--- config.mk ---
export PLATFORM = sky130hd
export DESIGN_NAME = pipe_ctrl
export DESIGN_NICKNAME = d
export VERILOG_FILES = /design/src/rtl/pipe_ctrl_pkg.sv /design/src/rtl/pipe_ctrl_hazard_detect.sv /design/src/rtl/pipe_ctrl.sv
export SDC_FILE = /design/constraint.sdc
export NUM_CORES = 1
export LEC_CHECK = 0
export ABC_AREA = 1
export CORE_MARGIN = 4
export CORE_UTILIZATION = 57
export DETAILED_ROUTE_END_ITERATION = 16
export GPL_ROUTABILITY_DRIVEN = 0
export PLACE_DENSITY = 0.95
export SLEW_MARGIN = 0
export SYNTH_ARGS = -nofsm -noshare
export SYNTH_HDL_FRONTEND = slang
export SYNTH_SLANG_ARGS = --single-unit
--- constraint.sdc ---
create_clock -name clk -period 5.9 [get_ports clk]
set_input_delay 1.18 -clock clk [delete_from_list [all_inputs] [get_ports clk]]
set_output_delay 1.18 -clock clk [all_outputs]
set_load 0.1 [all_outputs]
--- src/rtl/pipe_ctrl_pkg.sv ---
// Shared encodings for the Y86 PIPE control unit: icodes, status codes and FSM states.
package pipe_pkg;

    localparam logic [3:0] I_HALT   = 4'h0;
    localparam logic [3:0] I_NOP    = 4'h1;
    localparam logic [3:0] I_RRMOVQ = 4'h2;
    localparam logic [3:0] I_IRMOVQ = 4'h3;
    localparam logic [3:0] I_RMMOVQ = 4'h4;
    localparam logic [3:0] I_MRMOVQ = 4'h5;
    localparam logic [3:0] I_OPQ    = 4'h6;
    localparam logic [3:0] I_JXX    = 4'h7;
    localparam logic [3:0] I_CALL   = 4'h8;
    localparam logic [3:0] I_RET    = 4'h9;
    localparam logic [3:0] I_PUSHQ  = 4'hA;
    localparam logic [3:0] I_POPQ   = 4'hB;

    localparam logic [3:0] RNONE    = 4'hF;

    localparam logic [1:0] S_AOK    = 2'd0;
    localparam logic [1:0] S_HLT    = 2'd1;
    localparam logic [1:0] S_ADR    = 2'd2;
    localparam logic [1:0] S_INS    = 2'd3;

    typedef enum logic [1:0] {
        ST_INIT   = 2'd0,
        ST_RUN    = 2'd1,
        ST_DRAIN  = 2'd2,
        ST_HALTED = 2'd3
    } state_e;

endpackage

--- src/rtl/pipe_ctrl_hazard_detect.sv ---
// Combinational hazard terms: load/use, return in flight, and mispredicted jump.
module hazard_detect
    import pipe_pkg::*;
(
    input  logic [3:0] D_icode_i,
    input  logic [3:0] d_srcA_i,
    input  logic [3:0] d_srcB_i,
    input  logic [3:0] E_icode_i,
    input  logic [3:0] E_dstM_i,
    input  logic       e_Cnd_i,
    input  logic [3:0] M_icode_i,
    output logic       lu_o,
    output logic       rt_o,
    output logic       mp_o
);

    logic e_is_load;

    always_comb begin
        e_is_load = (E_icode_i == I_MRMOVQ) || (E_icode_i == I_POPQ);
        lu_o      = e_is_load && (E_dstM_i != RNONE) &&
                    ((E_dstM_i == d_srcA_i) || (E_dstM_i == d_srcB_i));
        rt_o      = (D_icode_i == I_RET) || (E_icode_i == I_RET) || (M_icode_i == I_RET);
        mp_o      = (E_icode_i == I_JXX) && !e_Cnd_i;
    end

endmodule

--- src/rtl/pipe_ctrl.sv ---
// Pipeline stall/bubble control with reset flush, halt/exception freeze and
// saturating performance counters.
module pipe_ctrl
    import pipe_pkg::*;
#(
    parameter int unsigned FLUSH_CYCLES = 4,
    parameter int unsigned CNT_W        = 32
) (
    input  logic             clk,
    input  logic             rst,
    input  logic [3:0]       D_icode,
    input  logic [3:0]       d_srcA,
    input  logic [3:0]       d_srcB,
    input  logic [3:0]       E_icode,
    input  logic [3:0]       E_dstM,
    input  logic             e_Cnd,
    input  logic [3:0]       M_icode,
    input  logic [1:0]       m_stat,
    input  logic [3:0]       W_icode,
    input  logic [1:0]       W_stat,
    output logic             F_stall,
    output logic             D_stall,
    output logic             D_bubble,
    output logic             E_bubble,
    output logic             M_bubble,
    output logic             W_stall,
    output logic             halted,
    output logic [1:0]       final_stat,
    output logic [CNT_W-1:0] cycle_cnt,
    output logic [CNT_W-1:0] instr_cnt,
    output logic [CNT_W-1:0] bubble_cnt
);

    localparam logic [3:0] FLUSH_INIT = 4'(FLUSH_CYCLES - 1);

    state_e           state_q, state_d;
    logic [3:0]       flush_q, flush_d;
    logic [1:0]       final_q, final_d;
    logic [CNT_W-1:0] cycle_q, instr_q, bubble_q;
    logic             lu, rt, mp, exc, active;

    hazard_detect u_hazard (
        .D_icode_i (D_icode),
        .d_srcA_i  (d_srcA),
        .d_srcB_i  (d_srcB),
        .E_icode_i (E_icode),
        .E_dstM_i  (E_dstM),
        .e_Cnd_i   (e_Cnd),
        .M_icode_i (M_icode),
        .lu_o      (lu),
        .rt_o      (rt),
        .mp_o      (mp)
    );

    always_comb begin
        state_d  = state_q;
        flush_d  = flush_q;
        final_d  = final_q;
        F_stall  = 1'b0;
        D_stall  = 1'b0;
        D_bubble = 1'b0;
        E_bubble = 1'b0;
        M_bubble = 1'b0;
        W_stall  = 1'b0;
        halted   = 1'b0;
        exc      = (m_stat != S_AOK) || (W_stat != S_AOK);
        active   = (state_q == ST_RUN) || (state_q == ST_DRAIN);

        case (state_q)
            ST_INIT: begin
                D_bubble = 1'b1;
                E_bubble = 1'b1;
                M_bubble = 1'b1;
                if (flush_q == 4'd0) begin
                    state_d = ST_RUN;
                end else begin
                    flush_d = flush_q - 4'd1;
                end
            end
            ST_RUN, ST_DRAIN: begin
                F_stall  = lu || rt;
                D_stall  = lu;
                D_bubble = mp || (rt && !lu);
                E_bubble = mp || lu;
                M_bubble = exc || (state_q == ST_DRAIN);
                W_stall  = (W_stat != S_AOK);
                // A faulting writeback wins over a faulting memory stage.
                if (W_stat != S_AOK) begin
                    state_d = ST_HALTED;
                    final_d = W_stat;
                end else if ((state_q == ST_RUN) && (m_stat != S_AOK)) begin
                    state_d = ST_DRAIN;
                end
            end
            default: begin
                F_stall  = 1'b1;
                D_stall  = 1'b1;
                E_bubble = 1'b1;
                M_bubble = 1'b1;
                W_stall  = 1'b1;
                halted   = 1'b1;
            end
        endcase
    end

    always_ff @(posedge clk) begin
        if (rst) begin
            state_q  <= ST_INIT;
            flush_q  <= FLUSH_INIT;
            final_q  <= '0;
            cycle_q  <= '0;
            instr_q  <= '0;
            bubble_q <= '0;
        end else begin
            state_q <= state_d;
            flush_q <= flush_d;
            final_q <= final_d;
            if (active && (cycle_q != '1)) begin
                cycle_q <= cycle_q + CNT_W'(1);
            end
            if (active && (W_stat == S_AOK) && (W_icode != I_NOP) && (instr_q != '1)) begin
                instr_q <= instr_q + CNT_W'(1);
            end
            if (active && (mp || lu) && (bubble_q != '1)) begin
                bubble_q <= bubble_q + CNT_W'(1);
            end
        end
    end

    assign final_stat = final_q;
    assign cycle_cnt  = cycle_q;
    assign instr_cnt  = instr_q;
    assign bubble_cnt = bubble_q;

endmodule
==> metrics.cfg, run 1 <==
[global_route]
grt_use_met1_pct=33.14
antenna_found_initial=0
grt_use_total_pct=26.67
met2_usage_pct=45.69
overflow=0
grt_util_met3_pct=4.976
grt_pass1_wl_mm=31.66
grt_max_degree=53
grt_busiest_layer=met2
grt_pass1_vias=6895

[placement]
place_ws_ps=1227
io_buffer_count=139
place_hpwl_mm=13.94

[drt]
wl_mm=19.01
dr.pass1.iters=8
routedWlPerCell_um=13.28
vias_per_cell=5.306
route.detailed.drc=0
first_iter_violations=630
vias=7593
antenna_left=0

[cells_and_area]
nets=1322
postLayoutCoreUtil_pct=72.38
fillCellCount=973
layout_commonest_cell=nand2_1
diodes=0
area_delta_synth_final_pct=24.46
layout_common_cells=nand2_1 (409), nor2_1 (207), clkdlybuf4s50_1 (136), inv_1 (119), dfxtp_1 (104)
drive_gt1_share_pct=4.907

[floorplan]
fp.dieArea_um2=14040
std_cell_rows=40
start_util_pct=58.16
die_w_um=118.5
io_pins=140
coreArea_um2=11960
die_h_um=118.5

[run]
drv_cap=0

[clock_network]
numCtsBuffers=9
cts_sinks=104
cts_setup_buffers=0
h-tree-depth=3
cts_tree=done
cts-root-buf=clkbuf_16
cts.hold.buffers_added=0
clkTransAtPathRegs_ps=70
cts_resized=0
clockBufferDepth=2
clk_latency_ps=350

[critical_path]
cp.required_ps=4720
critical_path_class=primary input to primary output
crit_path_end_kind=primary output
critPathLaunchType=primary input
cp_max_fo=4
crit_arrival_ps=3500
r2r_slack_ps=2780

[sta]
slew_headroom_pct=32.46
rsz0062_at_grt=false
drv_slew=0
finalWorstSetupSlack_ps=1223
setup_viol=0
max_freq_mhz=213.8
min_period_ps=4677
hold_viol_final=0
tightest_slew_ps=1010
post-route-period-util_pct=79.26
finClkSkew_ps=6.495
tns_ps=0

[synth]
yosys_warnings=0
synthTopCellsByArea=dfxtp_1 (30%), nand2_1 (22%), nor2_1 (11%)
syn_area_um2=6957
synth_fp_nets=1200
synthSimpleGateAreaFrac_pct=46.49
synth_top_family_by_area=simple AND/OR/NAND/NOR gates
synthDistinctLibCells=36
synthXorXnorAreaFrac_pct=5.540
yosysSeqAreaShare_pct=29.93
synth_top_area_share_pct=29.93
synthAdderAreaFrac_pct=1.439
syn_inst=1157
synth-seq-cells=104
synthMuxAreaShare_pct=0
yosys.area.top_type=dfxtp_1
synth_compound_area_share_pct=6.727
syn_area_per_cell_um2=6.013

[pwr]
powerDensity_nw_per_um2=289.7
irDropWorstVdd_uv=414.0
total_leakage_power_uw=0.003350
finalPower_uw=2509

[outcome]
status=complete, no violations

[min_path]
hold_path.class=register to register

==> critical path, stage by stage <==
cell	delay [ps]
clkdlybuf4s50_1	460
inv_1	60
nor2_1	170
nand3_1	100
a21oi_1	150
nand2_1	120
nand3_1	80
clkdlybuf4s50_1	1160
==> layout make-up <==
cell class / count / area (um^2) / area share, %
clock buffer: 10 / 229.0 / 2.645
clock inverter: 6 / 107.6 / 1.243
inverter: 123 / 464.2 / 5.361
multi-input combinational: 899 / 4188 / 48.37
sequential: 104 / 2082 / 24.05
tap: 147 / 183.9 / 2.124
timing repair buffer: 142 / 1404 / 16.21
==> logic make-up (layout without fill, tap and decap cells) <==
| family | count (synthesis) | after routing |
|---|---|---|
| AND/OR/NAND/NOR | 760 | 760 |
| buffers and inverters | 154 | 281 |
| flip-flops | 104 | 104 |
| AO/OA/AOI/OAI | 87 | 87 |
| XOR/XNOR | 44 | 44 |
| adder cells (fa/ha/maj) | 8 | 8 |
==> path summary, 6_finish.rpt <==
check / endpoint / cells after the start / startpoint
hold / removal: final_stat[1] / 2 / final_stat[1]
hold reg to reg: final_stat[1] / 2 / final_stat[1]
setup / recovery: E_bubble / 8 / E_icode[2]
setup reg to reg: instr_cnt[18] / 9 / state_q[0]
==> registers in the layout (all words and copies together), names as in the netlist <==
| register | cells |
|---|---|
| final_stat | 2 |
| instr_cnt | 32 |
| state_q | 2 |
| bubble_cnt | 32 |
| flush_q | 4 |
| cycle_cnt | 32 |
==> per-stage QoR <==
stage / hold slack (ps) / cell area, um^2 / std cells
2_1_floorplan: 428.9 / 6957 / 1157
3_3_place_gp: 440.4 / 8322 / 1415
3_5_place_dp: 455.6 / 8322 / 1415
4_1_cts: 468.4 / 8658 / 1431
5_1_grt: 493.1 / 8658 / 1431
6_report: 466.9 / 8658 / 1431
==> routing by layer <==
metal  up-vias  part of all wire (%)
met3        46                   7.7
met2       324                    48
met1      3376                    42
met4         0                   2.6
li1       3847                     -
met5         -                     0
==> where the power goes <==
group          internal [uW]  total (uW)  switching (uW)
Clock                    414         681             268
Sequential               741         782            41.2
Combinational            212        1040             833
==> synthesized netlist by cell type, drive strengths merged <==
master and number:
xnor2 8, o21ai 20, a31oi 4, nor3b 2, o211ai 1, nor3 29, clkinv 1, nand2 416
a21oi 61, and2 1, nand3 58, or2 1, dfxtp 104, ha 8, nand3b 19, inv 122
o21bai 1, nor2 217, and3 1, xor2 36, nand4 16, clkbuf 9, buf 22
Note: power is estimated with default switching activity, not from simulation.
==> inputs of run 2 (changes only) <==
--- a/config.mk
+++ b/config.mk
@@ -7,10 +7,10 @@
 export LEC_CHECK = 0
 export ABC_AREA = 1
 export CORE_MARGIN = 4
-export CORE_UTILIZATION = 57
+export CORE_UTILIZATION = 53
 export DETAILED_ROUTE_END_ITERATION = 16
 export GPL_ROUTABILITY_DRIVEN = 0
-export PLACE_DENSITY = 0.95
+export PLACE_DENSITY = 0.9
 export SLEW_MARGIN = 0
 export SYNTH_ARGS = -nofsm -noshare
 export SYNTH_HDL_FRONTEND = slang
==> constraint.sdc (replaced) <==
create_clock -name clk -period 4.5 [get_ports clk]
set_input_delay 0.9 -clock clk [delete_from_list [all_inputs] [get_ports clk]]
set_output_delay 0.9 -clock clk [all_outputs]
set_load 0.1 [all_outputs]
==> metrics.cfg, run 2 (synthesis results as in run 1) <==
[run]
drv_cap=0  ; unchanged

[critical_path]
crit_path_end_kind=primary output  ; unchanged
critPathCapture=F_stall  ; was E_bubble
r2r_slack_ps=1760  ; was 2780 ps
regToRegStartpoint=state_q[0]  ; unchanged
cp.required_ps=3600  ; was 4720 ps
critPathLaunchType=primary input  ; unchanged
rr_endpoint=instr_cnt[18]  ; unchanged
cp_max_fo=4  ; unchanged
critical_path_class=primary input to primary output  ; unchanged
crit_arrival_ps=2500  ; was 3500 ps
critical_path.startpoint=E_dstM[2]  ; was E_icode[2]
reg2reg_depth=9  ; unchanged

[pwr]
total_leakage_power_uw=0.003339  ; was 0.003350 uW
powerDensity_nw_per_um2=367.5  ; was 289.7 nW/um^2
switching_share_pct=46.97  ; was 45.51%
power_frac_clock_pct=24.9  ; was 27.2%
p_seq_share_pct=32.4  ; was 31.2%
comb_power_share_pct=42.7  ; was 41.7%
p_switching_uw=1491  ; was 1142 uW
intPower_uw=1683  ; was 1367 uW
irDropWorstVdd_uv=377.5  ; was 414.0 uV

[floorplan]
coreArea_um2=12720  ; was 11,960 um^2
fp.dieArea_um2=15020  ; was 14,040 um^2
std_cell_rows=41  ; was 40
io_pins=140  ; unchanged
die_h_um=122.6  ; was 118.5 um
start_util_pct=54.68  ; was 58.16%
die_w_um=122.6  ; was 118.5 um

[placement]
place_hpwl_mm=13.96  ; was 13.94 mm
io_buffer_count=139  ; unchanged
place_ws_ps=1110  ; was 1227 ps

[cells_and_area]
layout_common_cells=nand2_1 (409), nor2_1 (207), clkdlybuf4s50_1 (132), inv_1 (119), dfxtp_1 (104)  ; was nand2_1 (409), nor2_1 (207), clkdlybuf4s50_1 (136), inv_1 (119), dfxtp_1 (104)
multi_input_area_um2=4188  ; unchanged
diodes=0  ; unchanged
layout_commonest_cell=nand2_1  ; unchanged
fillCellCount=1127  ; was 973
nets=1323  ; was 1,322
drive_gt1_share_pct=5.218  ; was 4.907%
regArea_um2=2082  ; unchanged
area_delta_synth_final_pct=24.17  ; was 24.46%

[outcome]
status=complete, no violations  ; unchanged

[sta]
finalWorstSetupSlack_ps=1098  ; was 1223 ps
setup_viol=0  ; unchanged
tns_ps=0  ; unchanged
max_freq_mhz=293.9
tightest_slew_ps=1002  ; was 1010 ps
hold_viol_final=0  ; unchanged
finClkSkew_ps=6.851  ; was 6.495 ps
post-route-period-util_pct=75.61
rsz0062_at_grt=false  ; unchanged
drv_slew=0  ; unchanged
min_period_ps=3402
slew_headroom_pct=33.02  ; was 32.46%

[drt]
vias=7487  ; was 7,593
vias_per_cell=5.142  ; was 5.306
route.detailed.drc=0  ; unchanged
wl_mm=18.89  ; was 19.01 mm
routedWlPerCell_um=12.98  ; was 13.28 um
first_iter_violations=662  ; was 630
dr.pass1.iters=6  ; was 8
antenna_left=0  ; unchanged

[clock_network]
cts_sinks=104  ; unchanged
cts_resized=0  ; unchanged
cts_setup_buffers=0  ; unchanged
cts_tree=done  ; unchanged
cts.hold.buffers_added=0  ; unchanged
cts-root-buf=clkbuf_16  ; unchanged
h-tree-depth=3  ; unchanged
clk_latency_ps=360  ; was 350 ps
numCtsBuffers=9  ; unchanged
clkTransAtPathRegs_ps=60  ; was 70 ps
clockBufferDepth=2  ; unchanged

[global_route]
grt_max_degree=55  ; was 53
grt_use_total_pct=25.73  ; was 26.67%
antenna_found_initial=0  ; unchanged
grt_pass1_vias=6773  ; was 6,895
grt_pass1_wl_mm=31.44  ; was 31.66 mm
overflow=0  ; unchanged

[min_path]
hp-start=flush_q[0]  ; was final_stat[1]
hold_path.class=register to register  ; unchanged

==> run 2: worst min path at each step <==
| stage | to | depth (start not counted) |
|---|---|---|
| 6_report | flush_q[0] | 2 |
| 5_1_grt | flush_q[0] | 2 |
| 4_1_cts | flush_q[0] | 2 |
| 3_5_place_dp | flush_q[0] | 2 |
| 3_3_place_gp | flush_q[0] | 2 |
| 2_1_floorplan | flush_q[0] | 2 |
==> run 2: metrics by stage <==
stage | area, um^2 | power [uW] | instances | hold slack [ps] | util (%)
3_5_place_dp | 8351 | 2403 | 1441 | 462.2 | 65.64
2_1_floorplan | 6957 | 2208 | 1157 | 428.9 | -
5_1_grt | 8638 | 3312 | 1456 | 517.1 | 67.90
4_1_cts | 8638 | 3191 | 1456 | 480.7 | 67.90
6_report | 8638 | 3174 | 1456 | 479.5 | 67.90
3_3_place_gp | 8351 | 2386 | 1441 | 442.5 | 65.64
==> run 2: final cells by class <==
class / count / area share [%]
clock buffers: 11 / 2.810
clock inverters: 4 / 0.5214
inverters: 123 / 5.374
multi-input cells: 899 / 48.48
flip-flops and latches: 104 / 24.10
well taps: 172 / 2.491
repair buffers: 143 / 16.22
==> run 2: power groups by stage <==
stage               Combinational (uW)  Sequential (uW)  Clock, uW
floorplan                          951             1260          0
global placement                  1340             1050          0
detailed placement                1350             1050          0
CTS                               1360             1030        803
global route                      1440             1040        834
finish                            1360             1030        791
==> run 2: critical path: stages <==
cell	delay [ps]
clkdlybuf4s50_1	540
inv_1	70
nand2_1	60
nand2_1	60
nor2_1	100
nand2_1	50
nand2_1	60
nand2_1	90
o21ai_1	160
or2_2	130
buf_4	280
==> run 2: metal layers <==
metal	routed length, um	global-route usage (%)
met1	8106	32.44
met5	0	0
met4	522	11.48
met3	1246	4.470
met2	9018	43.08
==> RTL edit 1 (config.mk and constraints of run 2) <==
Put one more register stage on the output `bubble_cnt`, without a reset. The value now appears one clock later. The other outputs are not delayed to match.
--- a/src/rtl/pipe_ctrl.sv
+++ b/src/rtl/pipe_ctrl.sv
@@ -131,5 +131,7 @@
     assign cycle_cnt  = cycle_q;
     assign instr_cnt  = instr_q;
-    assign bubble_cnt = bubble_q;
+    always_ff @(posedge clk) begin
+        bubble_cnt <= bubble_q;
+    end
 
 endmodule
Check against the original RTL: not equivalent (Yosys sat finds a counterexample within 10 cycles, from zero or initial values and one cycle with rst high).
==> RTL edit 1 against run 2 <==
- clock skew grew 1.4 ps
- clock power is 90% higher
- first-iteration DRC count decreased by 3.2%
- wire length is 1.6% lower
- total power up 14%
- design area is 8.0% higher
- final cell count is 1.2% lower
- critical endpoint unchanged
- worst setup slack improved by 98 ps
- highest routed layer unchanged
- combinational power decreased by 38%
- critical path type unchanged
- area after synthesis rose by 4.4%
- sequential cell count rose by 32
==> RTL edit 1: results (changes against run 2) <==
INFO  metric via_count_of_the_first_global_routing_pass = 6902 (+1.9%)
INFO  metric post_dp_cell_area = 8688 sq um (+4.0%)
INFO  metric cts-htree-levels = 4 (+1)
INFO  metric outcome = complete, no violations
INFO  metric vias_per_cell = 5.191 (+0.95%)
INFO  metric global_route.usage.total = 23.83% (-1.9 points)
INFO  metric synthCells = 1119 (-3.3%)
INFO  metric root_buffer = clkbuf_16
INFO  metric yosys-top-cells-area = dfxtp_1 37%, nand2_1 18%, nor2_1 10%
INFO  metric switching_share = 33.19% (-14 points)
INFO  metric synthTopCellsByCount = 344 x nand2_1, 193 x nor2_1, 136 x dfxtp_1
INFO  metric tritoncts.num_buffers = 17 (+8)
INFO  metric layout-drive-gt1-share = 7.047% (+1.8 points)
INFO  metric vdd_drop_max = 0.5175 mV (+37%)
INFO  metric timing.max_slew.rel_slack = 25.41% (-7.6 points)
INFO  metric clock-skew-final = 8.205 ps (+1.355 ps)
INFO  metric place.detailed.hpwl = 13.41 mm (-3.9%)
INFO  metric p_seq_share = 35.1% (+2.7 points)
INFO  metric synth_area_leader = dfxtp_1
INFO  metric antenna_cells_inserted = 0 (unchanged)
INFO  metric p_leak = 3.582 nW (+7.3%)
INFO  metric clockPowerShare = 41.6% (+17 points)
INFO  metric synth.net_count = 1162 (-3.2%)
INFO  metric synth-adder-area-share = 1.378% (-0.061 points)
INFO  metric post_synthesis_sequential_area_ratio = 37.47% (+7.5 points)
INFO  metric fraction_of_the_mapped_netlist_area_in_compound_gates = 8.076% (+1.3 points)
INFO  metric fillerInstances = 1099 (-2.5%)
INFO  metric critPathArrivalTime = 2400 ps (-100 ps)
INFO  metric clk_path_buf_depth = 2 (unchanged)
INFO  metric drt_iter0_drc = 641 (-3.2%)
INFO  metric pin_count_of_the_biggest_net_entering_global_routing = 65 (+18%)
INFO  metric dr.pass1.iters = 8 (+2)
INFO  metric grt_antenna_before_repair = 0 (unchanged)
INFO  metric vias = 7470 (-0.23%)
INFO  metric final_core_util = 69.91% (+2.0 points)
INFO  metric power.clock.total = 1.50 mW (+90%)
INFO  metric global_route_wire_length_before_repair = 31.76 mm (+1.0%)
INFO  metric clk_latency = 420 ps (+60 ps)
INFO  metric yosys.cell_types.count = 37 (+2.8%)
INFO  metric total_of_cells_resized_after_clock_tree_synthesis = 0 (unchanged)
INFO  metric final_net_count = 1294 (-2.2%)
INFO  metric routed_wirelength = 18.59 mm (-1.6%)
INFO  metric placed_cells = 1408 (-2.3%)
INFO  metric synth_xor_xnor_area_share = 2.411% (-3.1 points)
[RTL edit 1: cell count changes after synthesis, moves of 7 or more]
cell | before | now
nand3b_1 | 19 | 10
nand2_1 | 409 | 344
buf_4 | 13 | 0
a21oi_1 | 55 | 80
buf_2 | 3 | 12
xor2_1 | 36 | 17
nor2_1 | 207 | 193
dfxtp_1 | 104 | 136
nand3_1 | 48 | 72
inv_1 | 119 | 99
o21ai_1 | 0 | 7
inv_2 | 2 | 10
[RTL edit 1: layer usage]
| layer | share of wire (%) | up-vias | track usage [%] | wire (microns) |
|---|---|---|---|---|
| met3 | 6.9 | 37 | 5.800 | 1284 |
| met4 | 1.8 | 0 | 7.844 | 336 |
| li1 | - | 3816 | - | - |
| met1 | 42 | 3344 | 29.55 | 7891 |
| met5 | 0 | - | 0 | 0 |
| met2 | 49 | 273 | 40.78 | 9074 |
[RTL edit 1: area by class of cell]
| type | instances | share of cell area [%] |
|---|---|---|
| multi-input combinational | 841 | 42.04 |
| clock inverter | 12 | 2.145 |
| inverter | 113 | 4.599 |
| clock buffer | 19 | 4.747 |
| timing repair buffer | 142 | 14.94 |
| tap | 176 | 2.360 |
| sequential | 136 | 29.18 |
[RTL edit 1: worst max-delay path, cell delays in order]
cell             delay [ps]
clkdlybuf4s50_1         520
inv_1                    70
nand2_1                  60
nand2_1                  50
nor2_1                  100
nand2_1                  60
nand2_1                  70
nand3_1                 130
nand3_1                 140
buf_4                   300
[RTL edit 1: final timing paths]
path,from,to,slack (ps),cells after the start
max,E_dstM[1],F_stall,1200,10
min,bubble_q[31],bubble_cnt[31],390,0
max reg2reg,state_q[0],bubble_q[9],1750,7
min reg2reg,bubble_q[31],bubble_cnt[31],390,0
==> RTL edit 2 (flow settings as in run 2) <==
Made on the original files. Change the parameter `CNT_W` from 32 to 64.
--- a/src/rtl/pipe_ctrl.sv
+++ b/src/rtl/pipe_ctrl.sv
@@ -5,5 +5,5 @@
 #(
     parameter int unsigned FLUSH_CYCLES = 4,
-    parameter int unsigned CNT_W        = 32
+    parameter int unsigned CNT_W        = 64
 ) (
     input  logic             clk,
Ports: changed (resized bubble_cnt, cycle_cnt and instr_cnt); port bits go from 140 to 236. The function was not compared with the original's and may differ.
==> RTL edit 2 against run 2 <==
- non-clock buffer count rose by 98
- die area increased by 84%
- total power rose by 38%
- area after synthesis grew 91%
- count of clock-buffer cells in the layout grew 9
- hold slack worse by 13 ps
- clock power rose by 91%
- worst setup slack got worse by 100 ps
- wire length grew 120%
- sequential cell count increased by 96
- design area is 88% higher
==> RTL edit 2: results (changes against run 2) <==
INFO  metric outcome = complete, no violations
INFO  metric hold-path-endpoint = final_stat[1]
INFO  metric portBuffers = 235 (+69%)
INFO  metric hold_path.startpoint = final_stat[1]
INFO  metric clock-skew-final = 15.92 ps (+9.070 ps)
INFO  metric global_route.usage.total = 29.03% (+3.3 points)
INFO  metric path_clk_slew = 80 ps (+20 ps)
INFO  metric rr_startpoint = cycle_cnt[0]
INFO  metric routed_wirelength = 42.43 mm (+120%)
INFO  metric reg2reg_depth = 12 (+3)
INFO  metric cts-htree-levels = 4 (+1)
INFO  metric via_count_of_the_first_global_routing_pass = 14500 (+110%)
INFO  metric layout-drive-gt1-share = 4.128% (-1.1 points)
INFO  metric synth.net_count = 2283 (+90%)
INFO  metric path_max_fanout = 3 (-1)
INFO  metric drt_iter0_drc = 1834 (+180%)
INFO  metric p_leak = 5.477 nW (+64%)
INFO  metric vdd_drop_max = 0.2393 mV (-37%)
INFO  metric critPathArrivalTime = 2600 ps (+100 ps)
INFO  metric yosys.cell_types.count = 41 (+14%)
INFO  metric global_route_wire_length_before_repair = 68.66 mm (+120%)
INFO  metric placementRows = 57 (+39%)
INFO  metric place.detailed.hpwl = 31.58 mm (+130%)
INFO  metric timing.reg2reg.setup_slack = 1480 ps (-280 ps)
INFO  metric synthTopCellsByCount = 732 x nand2_1, 472 x nor2_1, 200 x dfxtp_1
INFO  metric tritoncts.num_buffers = 17 (+8)
INFO  metric worst_pin_slew = 1169 ps (+167.1 ps)
INFO  metric vias_per_cell = 5.699 (+11%)
INFO  metric yosys-top-cells-area = dfxtp_1 30%, nand2_1 21%, nor2_1 13%
INFO  metric regToRegEndpoint = cycle_cnt[47]
INFO  metric clk_latency = 440 ps (+80 ps)
INFO  metric post_synthesis_sequential_area_ratio = 30.17% (+0.24 points)
INFO  metric fillerInstances = 2150 (+91%)
[RTL edit 2: logic make-up after synthesis]
family	count (synthesis)	share of synthesized area (%)
buf+inv	212	7.213
simple gates	1538	48.96
compound gates	213	8.344
xor+xnor	69	4.554
fa+ha+maj	8	0.7543
flops	200	30.17
[RTL edit 2: worst max-delay path by stage]
| stage | from | to | slack [ps] |
|---|---|---|---|
| floorplan | state_q[0] | W_stall | 350 |
| global placement | E_icode[2] | F_stall | 1140 |
| detailed placement | E_icode[2] | F_stall | 1030 |
| CTS | E_icode[2] | F_stall | 1030 |
| global route | E_icode[2] | F_stall | 920 |
| finish | E_icode[2] | F_stall | 1000 |
[RTL edit 2: final cells by class]
| class | count | area [sq um] | share of cell area [%] |
|---|---|---|---|
| clock buffer | 20 | 456.7 | 2.812 |
| clock inverter | 12 | 106.4 | 0.6548 |
| inverter | 146 | 550.5 | 3.390 |
| multi-input combinational | 1828 | 8327 | 51.27 |
| sequential | 200 | 4004 | 24.65 |
| tap | 324 | 405.4 | 2.496 |
| timing repair buffer | 241 | 2392 | 14.73 |
[RTL edit 2: power breakdown]
part           total (mW)  internal [mW]  switching [mW]
logic                1.02          0.212           0.813
clock network        1.51          0.758           0.753
registers            1.84           1.80          0.0329
total                4.37           2.77            1.60
[RTL edit 2: layer usage]
layer	up-vias	track usage (%)	routed length [microns]
met3	182	4.927	4250
li1	7566	-	-
met2	961	49.09	19520
met5	-	0	0
met4	0	13.45	2074
met1	7083	36.21	16580
[RTL edit 2: critical path, stage by stage]
cell             delay (ps)
clkdlybuf4s50_1         450
inv_1                    60
nor2_1                  180
nand3_1                 120
a21oi_1                 220
nand3_1                 210
nand3_1                 160
buf_4                   300
[RTL edit 2: through the flow]
step / setup WS, ps / area [sq um] / instances / hold slack, ps / utilization (%)
6_report: 996.5 / 16240 / 2771 / 466.9 / 66.40
5_1_grt: 922.6 / 16240 / 2771 / 509.9 / 66.40
4_1_cts: 1027 / 16240 / 2771 / 470.1 / 66.40
3_5_place_dp: 1026 / 15680 / 2739 / 458.6 / 64.09
3_3_place_gp: 1139 / 15680 / 2739 / 443.7 / 64.09
2_1_floorplan: 350.0 / 13270 / 2240 / 428.9 / -
